`src/rtl/spm_wb_ctrl.sv`:
```
// Wishbone slave front-end for the serial-parallel multiplier core: operand
// registers, start/done handshake with timeout, product and cycle-count capture.
module spm_wb_ctrl #(
    parameter logic [31:0] BASE_ADR = 32'h3000_0000,
    parameter int unsigned TIMEOUT  = 256
) (
    input  logic        clk,
    input  logic        rst,
    input  logic        wbs_stb_i,
    input  logic        wbs_cyc_i,
    input  logic        wbs_we_i,
    input  logic [3:0]  wbs_sel_i,
    input  logic [31:0] wbs_dat_i,
    input  logic [31:0] wbs_adr_i,
    output logic        wbs_ack_o,
    output logic [31:0] wbs_dat_o,
    output logic [31:0] mc,
    output logic [31:0] mp,
    output logic        start,
    input  logic        done,
    input  logic [63:0] prod,
    output logic        irq
);

    typedef enum logic [1:0] {S_IDLE, S_LAUNCH, S_WAIT} state_t;

    localparam logic [15:0] TIMEOUT_W = 16'(TIMEOUT);

    state_t      state;
    logic [63:0] prod_q;
    logic [15:0] cnt;
    logic [15:0] cycles_q;
    logic        done_q;
    logic        err_q;
    logic        ovr_q;
    logic        ie_q;

    logic [5:0]  ofs;
    logic        in_range;
    logic        accept;
    logic        wr;
    logic        ctrl_wr;
    logic        go;
    logic        clr;
    logic        busy;
    logic [15:0] cnt_inc;
    logic [31:0] rdata;
    logic        unused_adr;

    assign ofs        = wbs_adr_i[7:2];
    assign in_range   = wbs_stb_i & wbs_cyc_i & (wbs_adr_i[31:8] == BASE_ADR[31:8]);
    assign accept     = in_range & ~wbs_ack_o;
    assign wr         = accept & wbs_we_i;
    assign ctrl_wr    = wr & (ofs == 6'h02) & wbs_sel_i[0];
    assign go         = ctrl_wr & wbs_dat_i[0];
    assign clr        = ctrl_wr & wbs_dat_i[1];
    assign busy       = (state != S_IDLE);
    assign cnt_inc    = cnt + 16'd1;
    assign irq        = done_q & ie_q;
    assign unused_adr = ^wbs_adr_i[1:0];

    always_comb begin
        rdata = '0;
        case (ofs)
            6'h00:   rdata = mc;
            6'h01:   rdata = mp;
            6'h02:   rdata = {27'd0, ovr_q, err_q, ie_q, done_q, busy};
            6'h03:   rdata = prod_q[31:0];
            6'h04:   rdata = prod_q[63:32];
            6'h05:   rdata = {16'd0, cycles_q};
            default: rdata = '0;
        endcase
    end

    always_ff @(posedge clk) begin
        if (rst) begin
            state     <= S_IDLE;
            wbs_ack_o <= 1'b0;
            wbs_dat_o <= '0;
            mc        <= '0;
            mp        <= '0;
            start     <= 1'b0;
            prod_q    <= '0;
            cnt       <= '0;
            cycles_q  <= '0;
            done_q    <= 1'b0;
            err_q     <= 1'b0;
            ovr_q     <= 1'b0;
            ie_q      <= 1'b0;
        end else begin
            wbs_ack_o <= accept;
            wbs_dat_o <= (accept && !wbs_we_i) ? rdata : '0;
            start     <= 1'b0;

            // Operands are frozen while an operation is in flight.
            if (wr && !busy && ofs == 6'h00) begin
                for (int unsigned i = 0; i < 4; i++)
                    if (wbs_sel_i[i]) mc[8*i +: 8] <= wbs_dat_i[8*i +: 8];
            end
            if (wr && !busy && ofs == 6'h01) begin
                for (int unsigned i = 0; i < 4; i++)
                    if (wbs_sel_i[i]) mp[8*i +: 8] <= wbs_dat_i[8*i +: 8];
            end

            if (ctrl_wr) ie_q <= wbs_dat_i[2];
            if (clr) begin
                done_q <= 1'b0;
                err_q  <= 1'b0;
                ovr_q  <= 1'b0;
            end
            if (go && busy) ovr_q <= 1'b1;

            // Hardware flag sets below come after the clear so they win.
            case (state)
                S_IDLE: begin
                    if (go) begin
                        state <= S_LAUNCH;
                        start <= 1'b1;
                    end
                end
                S_LAUNCH: begin
                    cnt   <= '0;
                    state <= S_WAIT;
                end
                S_WAIT: begin
                    if (done) begin
                        prod_q   <= prod;
                        cycles_q <= cnt_inc;
                        done_q   <= 1'b1;
                        state    <= S_IDLE;
                    end else if (cnt_inc == TIMEOUT_W) begin
                        cycles_q <= TIMEOUT_W;
                        err_q    <= 1'b1;
                        state    <= S_IDLE;
                    end else begin
                        cnt <= cnt_inc;
                    end
                end
                default: state <= S_IDLE;
            endcase
        end
    end

endmodule

```
`config.mk`:
```
export PLATFORM = sky130hd
export DESIGN_NAME = spm_wb_ctrl
export DESIGN_NICKNAME = d
export VERILOG_FILES = /design/src/rtl/spm_wb_ctrl.sv
export SDC_FILE = /design/constraint.sdc
export NUM_CORES = 1
export LEC_CHECK = 0
export BUFFER_PORTS_ARGS = -buffer_cell sky130_fd_sc_hd__buf_2
export CAP_MARGIN = 40
export CORE_UTILIZATION = 52
export CTS_CLUSTER_DIAMETER = 200
export DETAILED_ROUTE_END_ITERATION = 6
export PLACE_DENSITY_LB_ADDON = 0.2
export SETUP_SLACK_MARGIN = 0.3
export SKIP_LAST_GASP = 1
export SYNTH_ARGS = -nofsm -noshare
export SYNTH_HDL_FRONTEND = slang
export SYNTH_SLANG_ARGS = --single-unit
```
`constraint.sdc`:
```
create_clock -name clk -period 3.7 [get_ports clk]
set_clock_uncertainty 0.2 [all_clocks]
set_input_delay 0.185 -clock clk [delete_from_list [all_inputs] [get_ports clk]]
set_output_delay 0.185 -clock clk [all_outputs]
set_load 0.05 [all_outputs]
```
After elaboration in Yosys (flattened, before gate mapping). Cells that the tools add are included.

Output and inout bits: 99. Register bits after elaboration: 200. Input port bits: 138. Logic and storage cells: 92.

Multiplexer cells: 20. Equality and inequality tests: 13. Reduce and logical (&&, ||, !) cells: 27. Add/subtract/negate cells: 1. Bitwise operators: 12.

Operator list (number): $pmux W32 S6 (1); $mux W16 (4); $pmux W16 S2 (1); $eq A24 B22 Y1 const B (1); $reduce_and A2 Y1 (11); $add A16 B1 Y16 const B (1); $eq A16 B9 Y1 const B (1); $eq A6 B2 Y1 const B (2); $eq A6 B3 Y1 const B (2); $mux W1 (10); $and A1 B1 Y1 (9); $reduce_bool A2 Y1 (4); $eq A6 B1 Y1 const B (1); $logic_not A6 Y1 (1); $mux W2 (3); $ne A2 B2 Y1 const B (3); $pmux W2 S3 (1); $logic_and A1 B1 Y1 (5); $reduce_or A2 Y1 (2); $ne A3 B3 Y1 const B (1); $not A1 Y1 (3); $reduce_and A3 Y1 (1); $eq A2 B1 Y1 const B (1); $eq A2 B2 Y1 const B (1); 2 further kinds (3).

Longest topological paths before layout. Gate-level depths: netlist (run 1).

Word-level depth: 11. Depth in mapped cells: 9. Mapped depth without buffers: 7.

Least setup slack after synthesis (run 1). OpenSTA, ideal clock, no wires.

Path kind: register to register. Start point: register cnt[0]. End point: register cycles_q[11]. Data required time: 3350 ps. Buffers on the path: 1. Slack: 1043 ps. Stages on the path, launching flop included: 9. Arrival time: 2307 ps. Library setup time: 150 ps. Cells stage by stage: dfxtp_1 ha_1 nand3_2 o21a_1 a2111oi_2 nor4b_4 a31o_4 buf_6 a311oi_2.

Word-level cells in the longest chain between the ends: 4. Elaborated cells between the ends (all ways): 5. Those cells by class: add/sub: 1; eq/ne: 1; mux: 1; reduce/logical: 2.

Ends and longest elaborated chain: from (decl) (line 31) `logic [15:0] cnt;`; from (signal assigned) (line 136) `cnt <= cnt_inc;`; $add A16 B1 Y16 (*) (line 58) `assign cnt_inc = cnt + 16'd1;`; $eq A16 B9 Y1 (line 131) `end else if (cnt_inc == TIMEOUT_W) begin`; $reduce_bool A2 Y1 (no source line); $reduce_and A2 Y1 (no source line); to (signal assigned) (line 128) `cycles_q <= cnt_inc;`; to (decl) (line 32) `logic [15:0] cycles_q;`.

Mark *: on every way between the ends. The rest lies on a longest branch, timed or not. A chain may end at the register's enable or synchronous reset.

Worst setup path after layout (run 1).
Start point: input port wbs_adr_i[5]. End point: register mc[4].

Word-level cells in the longest chain between the ends: 3.

Ends and longest elaborated chain: from (decl) (line 14) `input logic [31:0] wbs_adr_i,`; $logic_not A6 Y1 (line 96) `if (wr && !busy && ofs == 6'h00) begin`; $logic_and A1 B1 Y1 (line 96); $reduce_and A2 Y1 (no source line); to (signal, indexed assignment) (line 98) `if (wbs_sel_i[i]) mc[8*i +: 8] <= wbs_dat_i[8*i +: 8];`; to (decl) (line 17) `output logic [31:0] mc,`.

Every way passes these cells.

==> impl_metrics.env, run 1 <==
export IMPL_placement_io_buffers=234
export IMPL_cts_repair_resize_count=0
export IMPL_synth_compound_area_frac=0.169
export IMPL_detail_route_first_pass_iterations=5
export IMPL_basic_gate_share_of_the_synthesized_area_counting_and_or_nand_and_nor_cells=0.222
export IMPL_clock_latency_ps=440
export IMPL_synth_adder_area_share=0.00293
export IMPL_swShare=0.225
export IMPL_number_of_cell_instances_on_the_worst_register_to_register_path=7
export IMPL_viasPerCell=5.61
export IMPL_grt_total_usage=0.318
export IMPL_worst_case_setup_margin_in_the_final_layout_ps=534
export IMPL_grt_pass1_wl_um=40800
export IMPL_postSynth_asyncResetShare=0
export IMPL_layout_drive_gt1_share=0.245
export IMPL_critPathRequiredTime_ps=3880
export IMPL_slew_headroom=0.435
export IMPL_setup_viol=0
export IMPL_slew_viol_final=0
export IMPL_stdcell_area_um2=11500
export IMPL_crit_path_max_fanout=8
export IMPL_cp_cell_sequence="dlygate4sd3_1 -> buf_2 -> nor4_4 -> nor3b_2 -> nor3b_2 -> nor2b_1 -> nand2_1 -> a21oi_1 -> dlygate4sd3_1"
export IMPL_fin_tns_setup_ps=0
export IMPL_timing_reg2reg_setup_slack_ps=630
export IMPL_netSwitchingPower_uw=941
export IMPL_postPlaceCellArea_um2=9870
export IMPL_register_area_um2=4000
export IMPL_synth_area_per_cell_um2=8.58
export IMPL_share_clk_of_total_power=0.423
export IMPL_min_delay_path_depth=5
export IMPL_critical_path_depth=9
export IMPL_first_global_vias=8025
export IMPL_drc=0
export IMPL_arrival_ps=3340
export IMPL_die_width_um=130
export IMPL_worst_setup_sp_type="input pin"
export IMPL_timing_hold_worst_start="wbs_sel_i[2]"
export IMPL_multi_input_area_um2=4240
export IMPL_cts_hold_buffers_added=109
export IMPL_htreeDepth=4
export IMPL_post_synthesis_instance_area_um2=8540
export IMPL_timing_worst_setup_path_type="input pin to flop"
export IMPL_dr_first_iter_drc_count=660
export IMPL_post_synth_mux_area_share=0.0836
export IMPL_postSynth_topFlopCell="sky130_fd_sc_hd__dfxtp_1"
export IMPL_power_density_nw_per_um2=362
export IMPL_number_of_nets_produced_by_synthesis=1136
export IMPL_outcome="completed"
export IMPL_synth_xor_area_share=0.0164
export IMPL_totalWireLength_um=27400
export IMPL_cellInternalPower_mw=3.23
export IMPL_fin_crit_sh=0.856
export IMPL_achievable_frequency_ghz=0.316
export IMPL_synth_seq_cells=200
export IMPL_clockBufferDepth=2
export IMPL_worst_path_dominant_cell_family="simple AND/OR/NAND/NOR gates"
export IMPL_cpPeakStageDelay_ps=670
export IMPL_number_of_buffers_added_for_setup_after_cts=0
export IMPL_grt_overflow_total=0
export IMPL_ir_worst_vdd_uv=324
export IMPL_count_of_yosys_warnings_during_synthesis=0
export IMPL_total_die_area_um2=16900
export IMPL_hold_path_endpoint="mp[23]$_SDFFE_PP0P_"
export IMPL_placeableCoreArea_um2=15900
export IMPL_antenna_found_initial=2
export IMPL_worst_setup_slack_post_dpl_ps=722
export IMPL_pwr_share_seq=0.515
export IMPL_grt_max_degree=63
export IMPL_number_of_nets_at_the_end_of_the_flow=1445
export IMPL_cap_viol_max_count=0
export IMPL_clkSinkCount=200
export IMPL_dpl_hpwl_um=17900
export IMPL_synth_yosys_seq_area_share=0.469
export IMPL_root_buffer="sky130_fd_sc_hd__clkbuf_16"
export IMPL_count_of_standard_cell_rows=46
export IMPL_utilization=0.722
export IMPL_rsz0062_at_grt="no"
export IMPL_antenna_violating_nets_left=0
export IMPL_max_slew_worst_pin_slew_ps=845
export IMPL_initial_core_util=0.536
export IMPL_path_buf_inv=3
export IMPL_endpoint_kind="flop"
export IMPL_final_hold_viol_count=0
export IMPL_r2r_start="state[1]$_SDFFE_PP0P_"
export IMPL_synthCells=996
export IMPL_timing_critical_path_slowest_stage_cell="sky130_fd_sc_hd__nor2b_1"
export IMPL_yosysUniqueCellTypes=61
export IMPL_top_level_ports=237
export IMPL_clkSlewWorstSetupHoldPaths_ps=70
export IMPL_floorplan_die_height_um=130
export IMPL_critical_path_reg2reg_endpoint="mc[4]$_SDFFE_PP0P_"
export IMPL_comb_power_share=0.062
export IMPL_main_combinational_cell_family_by_area_after_synthesis="simple AND/OR/NAND/NOR gates"
export IMPL_route_vias_total=8619
export IMPL_number_of_synthesized_flops_with_an_enable_pin=0
export IMPL_cts_tree="built"
export IMPL_cellLeakagePower_nw=4.47
export IMPL_hold_path_class="input pin to flop"
export IMPL_filler_cell_count=1248
export IMPL_crit_path_time_final_ps=3170
export IMPL_wl_per_instance_um=17.8
export IMPL_gp_routability_congestion=0.843
export IMPL_fin_worst_hold_slack_ps=77.6
export IMPL_layout_area_overhead_vs_synth_pct=34.8
export IMPL_cts_inserted_buffers=17
## power groups by stage
stage / Combinational (mW) / Sequential [mW] / Clock, mW
after floorplan: 0.0618 / 2.20 / 0
after global placement: 0.166 / 2.20 / 0
after detailed placement: 0.167 / 2.20 / 0
after CTS: 0.251 / 2.15 / 1.78
after global routing: 0.274 / 2.15 / 1.86
final: 0.259 / 2.15 / 1.76
## per-layer routing
layer,track usage,vias up,part of all wire
met1,0.381,4056,0.41
met3,0.0545,81,0.070
met5,0,-,0.00062
li1,-,4089,-
met2,0.550,391,0.48
met4,0.157,2,0.033
## state kept, by name, indices dropped and copies added (netlist names)
register,count
prod_q,64
mc,32
mp,32
wbs_dat_o,32
cnt,16
cycles_q,16
state,2
done_q,1
err_q,1
ie_q,1
ovr_q,1
start,1
wbs_ack_o,1
## cell usage after synthesis (4+ instances only)
master,number,area share
sky130_fd_sc_hd__and3_1,6,0.0044
sky130_fd_sc_hd__a311oi_1,6,0.0062
sky130_fd_sc_hd__nor3_1,6,0.0035
sky130_fd_sc_hd__xor2_1,4,0.0041
sky130_fd_sc_hd__mux2i_1,53,0.062
sky130_fd_sc_hd__nor2_1,64,0.028
sky130_fd_sc_hd__a221oi_1,5,0.0051
sky130_fd_sc_hd__dfxtp_1,200,0.47
sky130_fd_sc_hd__a22oi_1,27,0.024
sky130_fd_sc_hd__nand2_1,249,0.11
sky130_fd_sc_hd__xnor2_1,12,0.012
sky130_fd_sc_hd__a222oi_1,8,0.0094
sky130_fd_sc_hd__a31oi_1,4,0.0029
sky130_fd_sc_hd__a311oi_2,5,0.0088
sky130_fd_sc_hd__buf_2,11,0.0064
sky130_fd_sc_hd__mux2_2,9,0.012
sky130_fd_sc_hd__clkbuf_1,43,0.019
sky130_fd_sc_hd__nor4_1,10,0.0073
sky130_fd_sc_hd__buf_1,11,0.0048
sky130_fd_sc_hd__nand2b_1,13,0.0095
sky130_fd_sc_hd__or3_1,6,0.0044
sky130_fd_sc_hd__o21ai_0,13,0.0076
sky130_fd_sc_hd__nand4_1,5,0.0037
sky130_fd_sc_hd__and2_1,4,0.0029
sky130_fd_sc_hd__a21oi_1,132,0.077
sky130_fd_sc_hd__nor3_4,4,0.0076
sky130_fd_sc_hd__o21a_1,4,0.0035
sky130_fd_sc_hd__a211oi_1,4,0.0035
sky130_fd_sc_hd__nand3_1,9,0.0053
sky130_fd_sc_hd__nor2b_1,17,0.012
sky130_fd_sc_hd__o22ai_1,10,0.0073
## tightest hold or removal path, cell delays in order
cell                      delay, ps
sky130_fd_sc_hd__buf_2          110
sky130_fd_sc_hd__nand2_1         90
sky130_fd_sc_hd__nor3_4         100
sky130_fd_sc_hd__mux2i_1        130
sky130_fd_sc_hd__nor2_1          70
## layout by cell type (no fill, tap or decap), types with 4 or more instances in the layout
cell type                       Yosys  layout
sky130_fd_sc_hd__mux2_2             9       9
sky130_fd_sc_hd__nor3_4             4       4
sky130_fd_sc_hd__clkinv_2           0       6
sky130_fd_sc_hd__o22ai_1           10      10
sky130_fd_sc_hd__a21oi_1          132     132
sky130_fd_sc_hd__clkbuf_16          0      17
sky130_fd_sc_hd__nand3_1            9       9
sky130_fd_sc_hd__a211oi_1           4       4
sky130_fd_sc_hd__mux2i_1           53      53
sky130_fd_sc_hd__a222oi_1           8       8
sky130_fd_sc_hd__a221oi_1           5       5
sky130_fd_sc_hd__o21ai_0           13      13
sky130_fd_sc_hd__nor2b_1           17      17
sky130_fd_sc_hd__xnor2_1           12      12
sky130_fd_sc_hd__xor2_1             4       4
sky130_fd_sc_hd__dfxtp_1          200     200
sky130_fd_sc_hd__a311oi_2           5       5
sky130_fd_sc_hd__buf_4              2      16
sky130_fd_sc_hd__buf_2             11     233
sky130_fd_sc_hd__a22oi_1           27      27
sky130_fd_sc_hd__nand2_1          249     248
sky130_fd_sc_hd__nand2b_1          13      13
sky130_fd_sc_hd__a311oi_1           6       6
sky130_fd_sc_hd__nor2_1            64      63
sky130_fd_sc_hd__dlygate4sd3_1      0     109
sky130_fd_sc_hd__nand4_1            5       5
sky130_fd_sc_hd__nor4_1            10       9
sky130_fd_sc_hd__nor3_1             6       6
sky130_fd_sc_hd__and3_1             6       6
sky130_fd_sc_hd__a31oi_1            4       4
sky130_fd_sc_hd__or3_1              6       6
sky130_fd_sc_hd__o21a_1             4       4
## cell type report
| cell class | instances | area share |
|---|---|---|
| multi-input combinational | 722 | 0.368 |
| sequential | 200 | 0.348 |
| timing repair buffer | 360 | 0.211 |
| clock buffer | 20 | 0.0388 |
| tap | 216 | 0.0235 |
| clock inverter | 12 | 0.00880 |
| inverter | 4 | 0.00130 |
| antenna | 3 | 0.000652 |
## metrics by stage
stage / total power [mW] / instances
final: 4.17 / 1537
after CTS: 4.18 / 1534
after floorplan: 2.26 / 996
after global placement: 2.37 / 1390
after detailed placement: 2.37 / 1393
after global routing: 4.29 / 1535
## how the worst max path moves through the flow
stage / slack (ps) / endpoint / start
after CTS: 590 / mc[4]$_SDFFE_PP0P_ / wbs_adr_i[5]
after global placement: 760 / cycles_q[0]$_SDFFE_PP0P_ / cnt[0]$_SDFFE_PP0P_
after detailed placement: 720 / cycles_q[14]$_SDFFE_PP0P_ / cnt[0]$_SDFFE_PP0P_
after global routing: 310 / mc[4]$_SDFFE_PP0P_ / wbs_adr_i[5]
after floorplan: 1040 / cycles_q[11]$_SDFFE_PP0P_ / cnt[0]$_SDFFE_PP0P_
final: 530 / mc[4]$_SDFFE_PP0P_ / wbs_adr_i[5]
## cell families (layout without fill, tap and decap cells)
family / count (synthesis) / count (layout)
buffers and inverters: 74 / 396
flip-flops: 200 / 200
other: 0 / 3
AND/OR/NAND/NOR: 410 / 410
AO/OA/AOI/OAI: 228 / 228
XOR/XNOR: 16 / 16
adder cells (fa/ha/maj): 2 / 2
multiplexers: 66 / 66
(Power assumes the default switching activity.)
==> run 2, diff against run 1 <==
CELL_PAD_IN_SITES_DETAIL_PLACEMENT = 1   (was default)
CELL_PAD_IN_SITES_GLOBAL_PLACEMENT = 1   (was default)
CORE_MARGIN = 5   (was default)
CORE_UTILIZATION = 38   (was 52)
==> run 2 against run 1 <==
Worst hold slack got worse by 53 ps. Sequential power hardly changed. Design area rose by 1.3%. Critical endpoint is now cycles_q[5]$_SDFFE_PP0P_. Largest power group unchanged. Highest routed layer is now met4.
==> impl_metrics.env, run 2 (synthesis results as in run 1) <==
export IMPL_registers_top_by_ff_count="prod_q"
export IMPL_clockBufferDepth=2
export IMPL_worst_case_setup_margin_in_the_final_layout_ps=647
export IMPL_number_of_buffers_added_for_setup_after_cts=0
export IMPL_number_of_nets_at_the_end_of_the_flow=1455
export IMPL_worst_setup_sp_type="flop"
export IMPL_grt_total_usage=0.252
export IMPL_grt_max_degree=72
export IMPL_layout_drive_gt1_share=0.249
export IMPL_fin_tns_setup_ps=0
export IMPL_worst_path_dominant_cell_family="compound AO/OA/AOI/OAI gates"
export IMPL_totalWireLength_um=33200
export IMPL_grt_overflow_total=0
export IMPL_path_buf_inv=1
export IMPL_timing_critical_path_slowest_stage_cell="sky130_fd_sc_hd__dfxtp_1"
export IMPL_cp_cell_sequence="ha_1 -> nand3_2 -> o21a_1 -> a2111oi_2 -> nor4b_4 -> buf_4 -> a31o_4 -> a311oi_1"
export IMPL_arrival_ps=3120
export IMPL_htreeDepth=4
export IMPL_slew_viol_final=0
export IMPL_floorplan_die_height_um=160
export IMPL_rsz0062_at_grt="no"
export IMPL_critPathRequiredTime_ps=3770
export IMPL_viasPerCell=5.37
export IMPL_top_level_ports=237
export IMPL_root_buffer="sky130_fd_sc_hd__clkbuf_16"
export IMPL_place_detailed_instances=1463
export IMPL_antenna_found_initial=2
export IMPL_setup_viol=0
export IMPL_die_width_um=160
export IMPL_final_hold_viol_count=0
export IMPL_power_density_nw_per_um2=364
export IMPL_gp_routability_congestion=0.820
export IMPL_cpPeakStageDelay_ps=510
export IMPL_clkSlewWorstSetupHoldPaths_ps=70
export IMPL_ir_worst_vdd_uv=321
export IMPL_route_vias_total=8651
export IMPL_worst_setup_slack_post_dpl_ps=754
export IMPL_crit_path_time_final_ps=3050
export IMPL_outcome="completed"
export IMPL_max_slew_worst_pin_slew_ps=932
export IMPL_detail_route_first_pass_iterations=5
export IMPL_most_common_layout_cells="sky130_fd_sc_hd__nand2_1 (248), sky130_fd_sc_hd__buf_2 (233), sky130_fd_sc_hd__dfxtp_1 (200)"
export IMPL_cts_tree="built"
export IMPL_slew_headroom=0.378
export IMPL_count_of_standard_cell_rows=54
export IMPL_cellLeakagePower_nw=4.51
export IMPL_initial_core_util=0.389
export IMPL_fin_crit_sh=0.825
export IMPL_dpl_hpwl_um=21800
export IMPL_totalPowerFinal_mw=4.25
export IMPL_crit_path_max_fanout=15
export IMPL_dr_first_iter_drc_count=618
export IMPL_final_cells=1610
export IMPL_timing_worst_setup_path_type="flop to flop"
export IMPL_first_global_vias=9291
export IMPL_clock_latency_ps=430
export IMPL_placement_io_buffers=234
export IMPL_endpoint_kind="flop"
export IMPL_cts_inserted_buffers=17
export IMPL_filler_cell_count=2605
export IMPL_layout_commonest_cell="sky130_fd_sc_hd__nand2_1"
export IMPL_placeableCoreArea_um2=22000
export IMPL_total_die_area_um2=25600
export IMPL_drc=0
export IMPL_largest_register_ffs=64
export IMPL_grt_pass1_wl_um=52200
export IMPL_wl_per_instance_um=20.6
export IMPL_cap_viol_max_count=0
export IMPL_clkSinkCount=200
export IMPL_hold_path_class="input pin to flop"
export IMPL_antenna_violating_nets_left=0
export IMPL_layout_area_overhead_vs_synth_pct=36.5
export IMPL_achievable_frequency_ghz=0.328
-- run 2: cell types whose count changed in the layout (fill, tap and decap cells not counted), moves of 2 or more --
cell                            previous run  this run
sky130_fd_sc_hd__buf_16                    2         0
sky130_fd_sc_hd__buf_4                    16        22
sky130_fd_sc_hd__clkinv_2                  6         3
sky130_fd_sc_hd__clkinv_4                  2         0
sky130_fd_sc_hd__clkinvlp_4                2         5
sky130_fd_sc_hd__dlygate4sd3_1           109       113
sky130_fd_sc_hd__inv_6                     1         3
-- run 2: area by class of cell --
class,instances,area [um2],area share
Clock buffer,19,443,0.0380
Inverter,4,15.0,0.00129
Tap cell,280,350,0.0300
Sequential cell,200,4000,0.343
Multi-Input combinational cell,722,4240,0.363
Timing Repair Buffer,370,2490,0.213
Clock inverter,13,120,0.0103
Antenna cell,2,5.00,0.000429
-- run 2: per-stage QoR --
step,hold WS [ps],util,cell area [um2]
floorplan,121,-,8540
global placement,231,0.453,9940
detailed placement,237,0.454,9970
CTS,5.25,0.531,11700
global route,31.8,0.531,11700
finish,24.1,0.531,11700
-- run 2: final timing paths --
check,startpoint,endpoint,slack [ps],cells past startpoint
setup / recovery,cnt[0]$_SDFFE_PP0P_,cycles_q[5]$_SDFFE_PP0P_,650,8
hold / removal,wbs_adr_i[5],wbs_dat_o[23]$_SDFF_PP0_,20,4
setup reg to reg,cnt[0]$_SDFFE_PP0P_,cycles_q[5]$_SDFFE_PP0P_,650,8
hold reg to reg,prod_q[23]$_SDFFE_PP0P_,prod_q[23]$_SDFFE_PP0P_,260,2
-- run 2: worst register-to-register path, stage by stage (launching register included) --
cell and delay [ps]:
sky130_fd_sc_hd__dfxtp_1 510, sky130_fd_sc_hd__ha_1 350, sky130_fd_sc_hd__nand3_2 230, sky130_fd_sc_hd__o21a_1 290, sky130_fd_sc_hd__a2111oi_2 370, sky130_fd_sc_hd__nor4b_4 250
sky130_fd_sc_hd__buf_4 210, sky130_fd_sc_hd__a31o_4 330, sky130_fd_sc_hd__a311oi_1 150
-- run 2: power by group --
part	total, mW	internal (mW)	switching, mW
logic	0.261	0.138	0.123
clock network	1.83	0.955	0.878
registers	2.15	2.15	0.0000000214
-- run 2: repair_timing --
item,4_1_cts,5_1_grt
endpoints found under the hold margin,139,0
resized for setup,0,0
hold buffers,113,0
-- run 2: per-layer routing --
layer	up-vias	global-route usage	wire length [um]
met5	-	0	0
met4	0	0.0712	622
met3	39	0.0477	1660
met2	285	0.448	16900
met1	4234	0.312	14000
li1	4093	-	-
